**config.mk**
```make
export PLATFORM = sky130hd
export DESIGN_NAME = ram_access_ctrl
export DESIGN_NICKNAME = d
export VERILOG_FILES = /design/src/rtl/ram_access_ctrl.sv
export SDC_FILE = /design/constraint.sdc
export NUM_CORES = 1
export LEC_CHECK = 0
export CORE_MARGIN = 10
export CORE_UTILIZATION = 42
export CTS_BUF_LIST = sky130_fd_sc_hd__clkbuf_16
export DETAILED_ROUTE_END_ITERATION = 7
export GPL_ROUTABILITY_DRIVEN = 0
export PLACE_DENSITY = 0.81
export SLEW_MARGIN = 30
export SYNTH_ARGS = -nofsm -noshare
export SYNTH_HDL_FRONTEND = slang
export SYNTH_SLANG_ARGS = --single-unit
```
**constraint.sdc**
```tcl
create_clock -name clk -period 2.55 [get_ports clk]
set_input_delay 0.51 -clock clk [delete_from_list [all_inputs] [get_ports clk]]
set_output_delay 0.51 -clock clk [all_outputs]
set_load 0.01 [all_outputs]
```
**src/rtl/ram_access_ctrl.sv**
```systemverilog
// ram_access_ctrl: byte/halfword/word load-store front end for a 4-lane synchronous RAM.
// Define MISALIGN_SPLIT_EN to split word-crossing accesses into two RAM cycles; otherwise they respond with an error.
module ram_access_ctrl #(
    parameter int AW = 12
) (
    input  logic          clk,
    input  logic          rst_n,
    input  logic          req_valid,
    output logic          req_ready,
    input  logic          req_we,
    input  logic [1:0]    req_size,
    input  logic          req_signed,
    input  logic [AW+1:0] req_addr,
    input  logic [31:0]   req_wdata,
    output logic          rsp_valid,
    output logic [31:0]   rsp_rdata,
    output logic          rsp_err,
    output logic          mem_cs,
    output logic [3:0]    mem_we,
    output logic [AW-1:0] mem_addr,
    output logic [31:0]   mem_din,
    input  logic [31:0]   mem_dout
);
`ifdef MISALIGN_SPLIT_EN
    typedef enum logic [1:0] {IDLE, ACC1, ACC2, DONE} state_t;
`else
    typedef enum logic [1:0] {IDLE, ACC1, DONE} state_t;
`endif
    state_t state, nxt;
    logic up, we, sgn;
    logic [1:0] size, off;
    logic [AW+1:0] addr;
    logic [31:0] wdata, rw, ext;
    logic [4:0] sh;
    logic [3:0] m;
    logic [7:0] bm;
    logic mis, err;
`ifdef MISALIGN_SPLIT_EN
    logic [31:0] lo;
    logic [63:0] sd;
`else
    logic [31:0] sd;
`endif

    assign off = addr[1:0];
    assign sh = {off, 3'b000};
    assign m = (size == 2'b00) ? 4'b0001 : (size == 2'b01) ? 4'b0011 : 4'b1111;
    assign bm = {4'b0000, m} << off;
    assign mis = |bm[7:4];
`ifdef MISALIGN_SPLIT_EN
    assign err = size == 2'b11;
    assign sd = {32'b0, wdata} << sh;
    // Aligned loads take the word straight from the RAM in DONE; split loads pair it with the captured low word.
    assign rw = 32'({(mis ? mem_dout : 32'b0), (mis ? lo : mem_dout)} >> sh);
`else
    assign err = (size == 2'b11) || mis;
    assign sd = wdata << sh;
    assign rw = mem_dout >> sh;
`endif
    assign ext = (size == 2'b00) ? {{24{sgn & rw[7]}}, rw[7:0]} :
                 (size == 2'b01) ? {{16{sgn & rw[15]}}, rw[15:0]} : rw;
    // Held low through reset and for one edge after release.
    assign req_ready = up && (state == IDLE);

    always_ff @(posedge clk or negedge rst_n) begin
        if (!rst_n) begin
            state <= IDLE;
            up    <= 1'b0;
            we    <= 1'b0;
            sgn   <= 1'b0;
            size  <= 2'b00;
            addr  <= '0;
            wdata <= '0;
        end else begin
            up    <= 1'b1;
            state <= nxt;
            if (req_ready && req_valid) begin
                we    <= req_we;
                sgn   <= req_signed;
                size  <= req_size;
                addr  <= req_addr;
                wdata <= req_wdata;
            end
        end
    end

`ifdef MISALIGN_SPLIT_EN
    always_ff @(posedge clk or negedge rst_n) begin
        if (!rst_n) lo <= '0;
        else if (state == ACC2) lo <= mem_dout;
    end
`endif

    always_comb begin
        nxt       = state;
        mem_cs    = 1'b0;
        mem_we    = 4'b0000;
        mem_addr  = '0;
        mem_din   = '0;
        rsp_valid = 1'b0;
        rsp_rdata = '0;
        rsp_err   = 1'b0;
        case (state)
            IDLE: nxt = (req_ready && req_valid) ? ACC1 : IDLE;
            ACC1: begin
`ifdef MISALIGN_SPLIT_EN
                nxt = (mis && !err) ? ACC2 : DONE;
`else
                nxt = DONE;
`endif
                if (!err) begin
                    mem_cs   = 1'b1;
                    mem_addr = addr[AW+1:2];
                    mem_we   = we ? bm[3:0] : 4'b0000;
                    mem_din  = sd[31:0];
                end
            end
`ifdef MISALIGN_SPLIT_EN
            ACC2: begin
                nxt      = DONE;
                mem_cs   = 1'b1;
                mem_addr = addr[AW+1:2] + 1'b1;
                mem_we   = we ? bm[7:4] : 4'b0000;
                mem_din  = sd[63:32];
            end
`endif
            DONE: begin
                nxt       = IDLE;
                rsp_valid = 1'b1;
                rsp_err   = err;
                rsp_rdata = (err || we) ? 32'b0 : ext;
            end
            default: nxt = IDLE;
        endcase
    end
endmodule

```
==> results.md <==
- CP startpoint kind: flip-flop
- Synthesis-to-finish area growth: 76.3%
- DRT antenna net count: 0
- Crit path DAT: 2.26 ns
- Vias in the first global route: 4171
- Setup-failing EPs final: 26
- Maximum clock frequency: 362 MHz
- Root Buffer: clkbuf_16
- Synth top area share: 36.2%
- Detailed-route via count: 3921
- DIE WIDTH: 113 um
- CTS tree: built
- Number of nets in the layout: 661
- Initial Utilization: 42.7%
- Drt via density: 5.72
- Cells after synthesis: 351
- Max-cap violations: 0
- Clock Latency Late Sink: 0.29 ns
- ANT cells: 0
- Hold slack: 0.153 ns
- Slew Limit Fails: 0
- Post-DP HPWL: 10100 um
- Met2 Use GR: 36.8%
- Final setup TNS: -3.44 ns
- Crit path max fanout: 4
- # hold bufs at CTS: 0
- Yosys warnings: 0
- Avg Cell Area, Syn: 10.4 um2
- Count of cell types in the netlist: 42
- Antenna violations before repair: 0
- DRT iter0 DRCs: 328
- Clk slew on worst S/H paths: 0.07 ns
- WS Path Type: flip-flop to primary output
- Worst path slowest cell: dfrtp_2
- First-pass GRT wire length: 22200 um
- RSZ-0062 raised after global routing: true
- Overall global routing resource usage: 21.2%
- Levels on crit path: 8
- Layout cells sized above 1: 42.3%
- Worst Path Required: 2.04 ns
- Peak supply drop: 408 uV
- Final WS setup: -0.216 ns
- Ranking of synthesized cells by area: dfrtp_1, mux2_2, mux2i_1, a211oi_1, and2_1
- Hold WC Path Type: input pin to async pin
- Sequential share of the synthesized area: 36.2%
- Bufs and invs on worst path: 5
- Routed WL per cell: 22.7 um
- Status: finished with violations
- Dominant synthesized flop cell: dfrtp_1
- Most used routing layer: met2
- Leakage: 2.93 nW
- CP most frequent cell: buf_12
- Area of the mapped netlist: 3670 um2
- Setup Skew: 0.00321 ns
- Failing checks: negative setup slack
- Largest net degree at the start of global routing: 54
- GRT overflow: 0
- Die H: 113 um
- Worst reg2reg path depth: 4
- Flops & latches, synth: 53
- Period minus WS final: 2.77 ns
- Net Count, Synth: 436
- Crit-path leading delay family: buffers and inverters
- Met3 usage: 8.35%
- Most common cell after layout, fill and taps aside: clkdlybuf4s50_1
- Fill count: 553
- Fin. Hold Viols: 0
- Most frequent cells in the layout: clkdlybuf4s50_1, mux2_2, dfrtp_1
- CP max stage delay: 0.46 ns
- Final period util: 108%
- H-tree levels: 2
- TritonCTS Buffers: 5
- Clk sink count: 53
- # rows: 34
- WL final: 15500 um
- Core footprint: 8590 um2
- DRT Pass-1 Iters: 4
- Remaining design rule violation count: 0
- I/O Pins: 169
- Post-layout util: 75.2%
- GR Util met1: 23.2%
- Crit. End Element: primary output
- Cell accounting for the most synthesized area: dfrtp_1
- Critical-path cell list: buf_12 -> mux2_4 -> a221oi_4 -> buf_6 -> buf_12 -> buf_8 -> a2111oi_4 -> buf_2
- Clock Tree Buf Depth: 2
- Async set-reset flop share out of synthesis: 100%
- Cell Pwr Density: 601 nW/um2
- Die Area: 12900 um2
- Post-synth EDFFs: 0
- Port-buffer cells: 168
-- Yosys cell counts, types with 2 or more instances --
cell type / instances
nor2b_1: 19
a221oi_1: 8
and2_1: 22
nor2_1: 18
mux2_2: 56
a2111oi_0: 2
clkbuf_1: 12
nor3b_1: 2
a221oi_4: 2
mux2i_1: 25
nand2b_1: 2
a2bb2oi_1: 8
buf_4: 2
and3b_1: 2
inv_1: 2
o21ai_0: 13
a211oi_1: 31
a21oi_1: 2
a2111oi_2: 5
buf_2: 16
dfrtp_1: 53
buf_6: 4
nor4b_1: 8
nor3_1: 8
nand2_1: 12
-- routing by layer --
layer,vias to the layer above,share of wire [%]
li1,1756,-
met4,0,3.0
met5,-,0
met2,229,48
met3,34,11
met1,1902,38
-- worst reg2reg max path, delay by kind of cell (launching register included) --
| kind | cells | cell delay, ns |
|---|---|---|
| multiplexers | 1 | 0.41 |
| AND/OR/NAND/NOR | 1 | 0.32 |
| buffers and inverters | 2 | 0.47 |
| flip-flops | 1 | 0.42 |
-- stage by stage --
step / worst slack [ns] / cell area (um2) / std cells / power, mW
floorplan: 0.362 / 3670 / 351 / 2.03
global placement: -0.392 / 5690 / 632 / 2.58
detailed placement: -0.418 / 5690 / 632 / 2.63
CTS: -0.282 / 6110 / 660 / 3.64
global route: -0.265 / 6460 / 685 / 4.07
finish: -0.216 / 6460 / 685 / 3.89
-- cell families (layout without fill, tap and decap cells) --
kind of cell / Yosys count / in the layout / share of synthesized area [%]
AOI/OAI and AO/OA: 76 / 76 / 17.9
buffers and inverters: 38 / 264 / 5.46
and+or+nand+nor: 101 / 101 / 16.0
muxes: 82 / 82 / 24.4
other: 1 / 1 / 0.102
DFF: 53 / 53 / 36.2
-- flip-flops by register name, summed over array words and instances (netlist names) --
register,cells
state,2
up,1
we,1
sgn,1
addr,14
wdata,32
size,2
-- cell type report --
type                       count  area [um2]  share of cell area (%)
tap                          108         135                    2.09
clock inverter                 3        46.3                   0.716
sequential                    53        1330                    20.6
clock buffer                   5         125                    1.94
multi-input combinational    260        2440                    37.7
timing repair buffer         253        2380                    36.8
inverter                       3        11.3                   0.174
-- report_power, final --
group | internal [mW] | switching, mW | leakage [nW]
clock | 0.465 | 0.315 | 0.0800
sequential | 1.01 | 0.149 | 0.624
combinational | 1.05 | 0.897 | 2.22
-- worst paths after layout --
check	from	to	slack, ns
setup / recovery	addr[1]	rsp_rdata[30]	-0.22
hold / removal	rst_n	wdata[18]	0.15
setup reg to reg	state[1]	wdata[9]	0.81
hold reg to reg	addr[6]	addr[6]	0.50
max in group asynchronous	rst_n	addr[3]	1.77
min in group clk	addr[6]	addr[6]	0.50
-- what timing repair did --
action | 4_1_cts | 5_1_grt
cloned | 3 | 2
endpoints found under the setup margin | 81 | 60
resized for setup | 185 | 102
buffers inserted | 17 | 25
pin swaps | 4 | 9
(Power assumes the default switching activity.)
